[src/rtl/cross_bar_pkg.sv]
// Shared types and helpers for the crossbar master-side request router.
package cross_bar_pkg;

  typedef enum logic {
    CMD_RD = 1'b0,
    CMD_WR = 1'b1
  } cmd_e;

  typedef enum logic [1:0] {
    StIdle    = 2'd0,
    StRdIssue = 2'd1,
    StWrWait  = 2'd2
  } router_state_e;

  // Slave-select width; a single slave still needs a one-bit select.
  function automatic int unsigned sel_w(input int unsigned slave_num);
    return (slave_num > 1) ? $clog2(slave_num) : 1;
  endfunction

endpackage

[src/rtl/router_tag_fifo.sv]
// In-order tag FIFO: remembers which slave each outstanding read went to.
module router_tag_fifo #(
  parameter int unsigned WIDTH = 1,
  parameter int unsigned DEPTH = 4
) (
  input  logic             clk,
  input  logic             rst,
  input  logic             push,
  input  logic [WIDTH-1:0] push_tag,
  input  logic             pop,
  output logic [WIDTH-1:0] head,
  output logic             empty,
  output logic             full
);

  localparam int unsigned PtrW = $clog2(DEPTH);
  localparam int unsigned CntW = PtrW + 1;
  localparam logic [CntW-1:0] DepthCnt = CntW'(DEPTH);

  logic [WIDTH-1:0] mem_q [DEPTH];
  logic [WIDTH-1:0] mem_d [DEPTH];
  logic [PtrW-1:0]  wptr_q, wptr_d;
  logic [PtrW-1:0]  rptr_q, rptr_d;
  logic [CntW-1:0]  cnt_q, cnt_d;
  logic             do_push, do_pop;

  assign empty = (cnt_q == '0);
  assign full  = (cnt_q == DepthCnt);
  assign head  = mem_q[rptr_q];

  // Push into a full FIFO is legal only alongside a pop of the same slot.
  assign do_push = push & (~full | pop);
  assign do_pop  = pop & ~empty;

  // Next-state: pointers wrap naturally at power-of-two depth.
  always_comb begin
    mem_d  = mem_q;
    wptr_d = wptr_q;
    rptr_d = rptr_q;
    cnt_d  = cnt_q;
    if (do_push) begin
      mem_d[wptr_q] = push_tag;
      wptr_d        = wptr_q + PtrW'(1);
    end
    if (do_pop) begin
      rptr_d = rptr_q + PtrW'(1);
    end
    case ({do_push, do_pop})
      2'b10:   cnt_d = cnt_q + CntW'(1);
      2'b01:   cnt_d = cnt_q - CntW'(1);
      default: cnt_d = cnt_q;
    endcase
  end

  // State register with asynchronous clear.
  always_ff @(posedge clk or posedge rst) begin
    if (rst) begin
      for (int unsigned i = 0; i < DEPTH; i++) begin
        mem_q[i] <= '0;
      end
      wptr_q <= '0;
      rptr_q <= '0;
      cnt_q  <= '0;
    end else begin
      mem_q  <= mem_d;
      wptr_q <= wptr_d;
      rptr_q <= rptr_d;
      cnt_q  <= cnt_d;
    end
  end

endmodule

[src/rtl/master_req_router.sv]
// Master-side request router: decodes the target slave from the address MSBs,
// issues reads into arbiter read FIFOs and writes via valid/ready, and returns
// read responses to the master in issue order.
module master_req_router
  import cross_bar_pkg::*;
#(
  parameter int unsigned AWIDTH          = 32,
  parameter int unsigned DWIDTH          = 32,
  parameter int unsigned SLAVE_NUM       = 2,
  parameter int unsigned MAX_OUTSTANDING = 4
) (
  input  logic                          aclk,
  input  logic                          areset,
  input  logic                          m_req,
  input  logic                          m_cmd,
  input  logic [AWIDTH-1:0]             m_addr,
  input  logic [DWIDTH-1:0]             m_wdata,
  output logic                          m_ack,
  output logic                          m_resp,
  output logic [DWIDTH-1:0]             m_rdata,
  output logic [SLAVE_NUM-1:0]          rd_wren,
  output logic [AWIDTH-1:0]             rd_addr,
  input  logic [SLAVE_NUM-1:0]          fifo_full,
  output logic [SLAVE_NUM-1:0]          wr_valid,
  output logic [AWIDTH-1:0]             wr_addr,
  output logic [DWIDTH-1:0]             wr_data,
  input  logic [SLAVE_NUM-1:0]          wr_ready,
  input  logic [SLAVE_NUM-1:0]          resp_valid,
  input  logic [SLAVE_NUM*DWIDTH-1:0]   resp_data,
  output logic [SLAVE_NUM-1:0]          resp_ready
);

  localparam int unsigned SEL_W = sel_w(SLAVE_NUM);
  localparam int unsigned CNT_W = $clog2(MAX_OUTSTANDING) + 1;
  localparam logic [CNT_W-1:0] MaxCnt = CNT_W'(MAX_OUTSTANDING);

  router_state_e     state_q, state_d;
  logic [AWIDTH-1:0] addr_q, addr_d;
  logic [DWIDTH-1:0] wdata_q, wdata_d;
  logic [SEL_W-1:0]  sel_q, sel_d;
  logic [CNT_W-1:0]  count_q, count_d;
  logic              m_resp_q, m_resp_d;
  logic [DWIDTH-1:0] m_rdata_q, m_rdata_d;

  logic [SEL_W-1:0]  req_sel;
  logic              tag_push, tag_pop;
  logic [SEL_W-1:0]  tag_head;
  logic              tag_empty, tag_full;
  logic [DWIDTH-1:0] head_data;

  assign req_sel = m_addr[AWIDTH-1 -: SEL_W];

  // Request FSM: capture on accept, then drive one read push or hold a write.
  always_comb begin
    state_d  = state_q;
    addr_d   = addr_q;
    wdata_d  = wdata_q;
    sel_d    = sel_q;
    m_ack    = 1'b0;
    rd_wren  = '0;
    wr_valid = '0;
    tag_push = 1'b0;
    unique case (state_q)
      StIdle: begin
        if (m_req) begin
          if (cmd_e'(m_cmd) == CMD_WR) begin
            state_d = StWrWait;
            addr_d  = m_addr;
            wdata_d = m_wdata;
            sel_d   = req_sel;
          end else if (!fifo_full[req_sel] && (count_q < MaxCnt)) begin
            state_d = StRdIssue;
            addr_d  = m_addr;
            sel_d   = req_sel;
          end
        end
      end
      StRdIssue: begin
        rd_wren[sel_q] = 1'b1;
        m_ack          = 1'b1;
        tag_push       = 1'b1;
        state_d        = StIdle;
      end
      StWrWait: begin
        wr_valid[sel_q] = 1'b1;
        if (wr_ready[sel_q]) begin
          m_ack   = 1'b1;
          state_d = StIdle;
        end
      end
      default: state_d = StIdle;
    endcase
  end

  assign rd_addr = addr_q;
  assign wr_addr = addr_q;
  assign wr_data = wdata_q;

  // Only the slave at the head of the tag FIFO may hand back its response.
  always_comb begin
    resp_ready = '0;
    head_data  = '0;
    for (int i = 0; i < SLAVE_NUM; i++) begin
      if (!tag_empty && (tag_head == SEL_W'(i))) begin
        resp_ready[i] = 1'b1;
        head_data     = resp_data[i*DWIDTH +: DWIDTH];
      end
    end
  end

  assign tag_pop = |(resp_valid & resp_ready);

  // Outstanding count and registered response toward the master.
  always_comb begin
    case ({tag_push, tag_pop})
      2'b10:   count_d = count_q + CNT_W'(1);
      2'b01:   count_d = count_q - CNT_W'(1);
      default: count_d = count_q;
    endcase
    m_resp_d  = tag_pop;
    m_rdata_d = tag_pop ? head_data : m_rdata_q;
  end

  assign m_resp  = m_resp_q;
  assign m_rdata = m_rdata_q;

  // State registers; reset drops everything in flight.
  always_ff @(posedge aclk or posedge areset) begin
    if (areset) begin
      state_q   <= StIdle;
      addr_q    <= '0;
      wdata_q   <= '0;
      sel_q     <= '0;
      count_q   <= '0;
      m_resp_q  <= 1'b0;
      m_rdata_q <= '0;
    end else begin
      state_q   <= state_d;
      addr_q    <= addr_d;
      wdata_q   <= wdata_d;
      sel_q     <= sel_d;
      count_q   <= count_d;
      m_resp_q  <= m_resp_d;
      m_rdata_q <= m_rdata_d;
    end
  end

  router_tag_fifo #(
    .WIDTH (SEL_W),
    .DEPTH (MAX_OUTSTANDING)
  ) u_tag_fifo (
    .clk      (aclk),
    .rst      (areset),
    .push     (tag_push),
    .push_tag (sel_q),
    .pop      (tag_pop),
    .head     (tag_head),
    .empty    (tag_empty),
    .full     (tag_full)
  );

  a_rd_onehot: assert property (@(posedge aclk) disable iff (areset) $onehot0(rd_wren));
  a_wr_onehot: assert property (@(posedge aclk) disable iff (areset) $onehot0(wr_valid));
  a_rd_wr_excl: assert property (@(posedge aclk) disable iff (areset)
                                 !((|rd_wren) && (|wr_valid)));
  a_no_empty_pop: assert property (@(posedge aclk) disable iff (areset)
                                   !(tag_pop && tag_empty));
  a_no_overflow: assert property (@(posedge aclk) disable iff (areset)
                                  !(tag_push && tag_full && !tag_pop));

endmodule

[config.mk]
export PLATFORM = sky130hd
export DESIGN_NAME = master_req_router
export DESIGN_NICKNAME = d
export VERILOG_FILES = /design/src/rtl/cross_bar_pkg.sv /design/src/rtl/router_tag_fifo.sv /design/src/rtl/master_req_router.sv
export SDC_FILE = /design/constraint.sdc
export NUM_CORES = 1
export LEC_CHECK = 0
export ABC_AREA = 1
export CORE_MARGIN = 5
export CORE_UTILIZATION = 40
export DETAILED_ROUTE_END_ITERATION = 16
export GPL_TIMING_DRIVEN = 0
export PLACE_DENSITY = 0.87
export SETUP_SLACK_MARGIN = 0.3
export SLEW_MARGIN = 20
export SYNTH_ARGS = -nofsm -noshare
export SYNTH_HDL_FRONTEND = slang
export SYNTH_HIERARCHICAL = 1
export SYNTH_SLANG_ARGS = --single-unit
[constraint.sdc]
create_clock -name aclk -period 3.5 [get_ports aclk]
set_input_delay 0.35 -clock aclk [delete_from_list [all_inputs] [get_ports aclk]]
set_output_delay 0.35 -clock aclk [all_outputs]
set_load 0.1 [all_outputs]
==> results.toml, run 1 <==
[drt]
vias = 5108
routed_wl_mm = 15.6
drt-initial-drc-count = 281
ant_nets = 0
routedWlPerCell_microns = 14.2
drc_errors = 0
dr.pass1.iters = 4
vias_per_cell = 4.65

[timing]
finalSetupViolations = 0
min_period_over_period_pct = 85.2
tns_ps = 0
fin_ws_ps = 518
whs_ps = 364
max_freq_ghz = 0.335
fin_skew_ps = 6.62
finalHoldViolCount = 0
rsz0062_at_grt = "false"
fin_crit_ps = 2980
worst_slew_pin_slew_ps = 1040
finalMaxSlewViolations = 0
slew_headroom_pct = 30.6

[layout]
mostFrequentLayoutCells = "271 x clkdlybuf4s50_1, 266 x nand2_1, 113 x dfrtp_1"
antenna_cells = 0
drive_above_1_share_pct = 10.3
fin_nets = 1061
n_fill_cell = 1035
syn_to_final_growth_pct = 66.2
final_common_cell = "clkdlybuf4s50_1"
final_area_sq_mm = 0.00884

[synth]
syn_inst = 619
syn_nets = 768
syn_area_sq_mm = 0.00532
syn_area_per_cell_sq_um = 8.59
synth_warnings = 6

[clock_network]
clkTransAtPathRegs_ps = 50
h-tree-depth = 4
clock_latency_ps = 410
postCtsSetupBuffers = 0
cts_sinks = 113
cts_tree = "yes"
cts_inserted_buffers = 17
cts-root-buf = "clkbuf_16"
clockBufferDepth = 2

[setup_path]
cp.required_ps = 3150
path_cells = "nand2_1, a21oi_1, o21a_1, clkdlybuf4s50_1"
crit_path_end_kind = "output pin"
worstPathMaxFanout = 13
crit_family = "buffers and inverters"
path_buf_inv = 1
r2r.worst_path.cells = 17
cp.arrival_ps = 2630
max_stage_delay_ps = 1150
startpoint_type = "flip-flop"
critPathSlowestCell = "clkdlybuf4s50_1"
cp_num_cells = 4
path_class = "reg2out"

[placement]
place_ws_ps = 640
port_buffers = 273
placed_cell_area_sq_mm = 0.00830
gp_congestion = 0.847
dpl.hpwl_mm = 12.1

[die]
die_height_microns = 125
initial_utilization_pct = 40.5
dieArea_sq_mm = 0.0157
fp.coreArea_sq_mm = 0.0131
die_w_microns = 125
rows = 42
io_pins = 274

[global_route]
grt_pass1_wl_mm = 24.7
track_usage_pct = 19.6
antenna_found_initial = 0
grt_pass1_vias = 5001
overflow = 0
grt_max_degree = 62

[job]
drv_cap = 0

[status]
status = "completed"

[worst_hold_path]
hold_path.class = "in2async"
[metrics by stage]
step | utilization [%] | std cells
after floorplan | - | 619
after global placement | 63.0 | 1068
after detailed placement | 63.2 | 1069
after CTS | 67.3 | 1099
after global routing | 67.3 | 1099
final | 67.3 | 1099
[state kept, by name, summed over array words and instances, names as in the netlist]
signal	flops
count_q	3
m_rdata	32
m_resp	1
rd_addr	32
state_q	2
u_tag_fifo/cnt_q	3
u_tag_fifo/mem_q	4
u_tag_fifo/rptr_q	2
u_tag_fifo/wptr_q	2
wr_data	32
[worst register-to-register path, delay by kind of cell, from the launching register on]
| family | cells | cell delay (ps) |
|---|---|---|
| simple gates | 6 | 620 |
| fa+ha+maj | 2 | 540 |
| buf+inv | 6 | 710 |
| flops | 1 | 410 |
| compound gates | 2 | 310 |
| xor+xnor | 1 | 150 |
[routing by layer]
layer	part of all wire, %	GRT usage (%)	vias up
met5	0	0	-
met4	2.4	7.65	0
met3	7.1	6.57	34
met2	51	34.0	169
met1	40	22.5	2392
li1	-	-	2513
[timing repair]
item	CTS	global route
endpoints found under the hold margin	0	0
hold buffers	0	0
resized for setup	2	0
endpoints found under the setup margin	2	0
[final timing paths]
| check | start | end | slack [ps] |
|---|---|---|---|
| max in group asynchronous | areset | rd_addr[3] | 2500 |
| max | rd_addr[31] | m_ack | 520 |
| min reg2reg | wr_data[24] | wr_data[24] | 470 |
| max reg2reg | u_tag_fifo/rptr_q[0] | u_tag_fifo/cnt_q[2] | 640 |
| min in group aclk | wr_data[24] | wr_data[24] | 470 |
| min | areset | m_rdata[6] | 360 |
[cell type report]
cell class / instances / area, sq um / share of cell area [%]
clock inverters: 7 / 60.1 / 0.679
plain buffers: 63 / 405 / 4.59
inverters: 31 / 121 / 1.37
repair buffers: 274 / 2760 / 31.2
multi-input cells: 412 / 1970 / 22.3
well taps: 176 / 220 / 2.49
clock buffers: 23 / 478 / 5.41
flip-flops and latches: 113 / 2830 / 32.0
Power of run 1 is not shown: default switching activity piles up to over one toggle a cycle in this logic, so the estimate is an artifact.
==> run 2, diff against run 1 <==
Settings changed: CORE_ASPECT_RATIO set to 0.75, PLACE_DENSITY 0.87 to not set, PLACE_DENSITY_LB_ADDON set to 0.25.
==> run 2 against run 1 <==
Cell area down 0.11%. Critical path depth is the same. Count of clock-buffer cells in the layout shrank 5. Sequential cell count unchanged. Wire length is 0.15% higher. Utilization grew 0.54 points.
==> results.toml, run 2 (synthesis results as in run 1) <==
[setup_path]
cp.required_ps = 3150
crit_path_end_kind = "output pin"
worstPathMaxFanout = 13
r2r_start = "u_tag_fifo/rptr_q[0]"
cp.arrival_ps = 2640
path_class = "reg2out"
reg2reg_to = "u_tag_fifo/cnt_q[2]"
r2r.worst_path.cells = 17
ff2ff_setup_slack_ps = 620
startpoint_type = "flip-flop"

[die]
io_pins = 274
rows = 36
dieArea_sq_mm = 0.0157
fp.coreArea_sq_mm = 0.0130
initial_utilization_pct = 40.9
die_height_microns = 110
die_w_microns = 143

[drt]
dr.pass1.iters = 4
ant_nets = 0
routedWlPerCell_microns = 14.3
routed_wl_mm = 15.7
vias = 5018
drc_errors = 0
drt-initial-drc-count = 234
vias_per_cell = 4.59

[clock_network]
h-tree-depth = 4
cts_resized = 2
cts_inserted_buffers = 17
cts_sinks = 113
cts_hold_buffers = 0
cts-root-buf = "clkbuf_16"
postCtsSetupBuffers = 0
clockBufferDepth = 2
cts_tree = "yes"
clock_latency_ps = 400
clkTransAtPathRegs_ps = 50

[layout]
n_fill_cell = 1080
antenna_cells = 0
drive_above_1_share_pct = 10.6
mostFrequentLayoutCells = "271 x clkdlybuf4s50_1, 266 x nand2_1, 113 x dfrtp_1"
final_common_cell = "clkdlybuf4s50_1"
fin_nets = 1061
syn_to_final_growth_pct = 66.0
multiInputGateArea_sq_mm = 0.00197
regArea_sq_mm = 0.00283

[global_route]
track_usage_pct = 19.9
grt_pass1_vias = 4848
grt_max_degree = 56
grt_pass1_wl_mm = 24.7
overflow = 0
antenna_found_initial = 0

[timing]
rsz0062_at_grt = "false"
worst_slew_pin_slew_ps = 1030
fin_skew_ps = 9.48
slew_headroom_pct = 31.2
fin_crit_ps = 2990
min_period_over_period_pct = 85.5
finalHoldViolCount = 0
finalMaxSlewViolations = 0
max_freq_ghz = 0.334
whs_ps = 387
finalSetupViolations = 0

[placement]
dpl.hpwl_mm = 12.2
port_buffers = 273
gp_congestion = 0.829

[status]
status = "completed"

[worst_hold_path]
hold_path.class = "in2async"

[job]
drv_cap = 0
-- run 2: cell count changes in the layout (fill, tap and decap cells not counted), sizes merged --
| cell | before | now |
|---|---|---|
| clkinv | 6 | 7 |
| clkbuf | 31 | 26 |
| clkinvlp | 0 | 4 |
-- run 2: cell type report --
type	instances	area share, %
tap	171	2.42
clock buffer	18	4.97
multi-input combinational	412	22.3
clock inverter	12	1.08
buffer	63	4.59
timing repair buffer	274	31.2
inverter	31	1.37
sequential	113	32.0
-- run 2: worst max path at each step --
stage | from | end | cells after the start
2_1_floorplan | areset | count_q[0] | 1
6_report | rd_addr[31] | m_ack | 4
4_1_cts | rd_addr[31] | m_ack | 4
3_3_place_gp | areset | rd_addr[7] | 2
5_1_grt | u_tag_fifo/rptr_q[0] | u_tag_fifo/cnt_q[2] | 18
3_5_place_dp | u_tag_fifo/rptr_q[0] | u_tag_fifo/cnt_q[2] | 17
-- run 2: critical path, cell delays in order (launching register included) --
cell,delay (ps)
dfrtp_1,660
nand2_1,130
a21oi_1,170
o21a_1,120
clkdlybuf4s50_1,1160
-- run 2: metal layers --
layer,up-vias,global-route usage [%],wire (microns),share of wire (%)
li1,2515,-,-,-
met1,2316,24.6,6500,41
met2,162,33.2,7570,48
met3,25,6.83,1280,8.2
met4,0,6.31,318,2.0
met5,-,0,0,0
-- run 2: stage by stage --
stage	setup TNS [ps]	cells	cell area, sq um	setup WS, ps	utilization [%]
6_report	0	1094	8830	507	67.8
5_1_grt	0	1094	8830	306	67.8
4_1_cts	0	1094	8830	490	67.8
3_5_place_dp	0	1064	8300	642	63.7
3_3_place_gp	-116630	1063	8270	-1150	63.5
2_1_floorplan	0	619	5320	475	-
Power of run 2 is left out for the same reason.
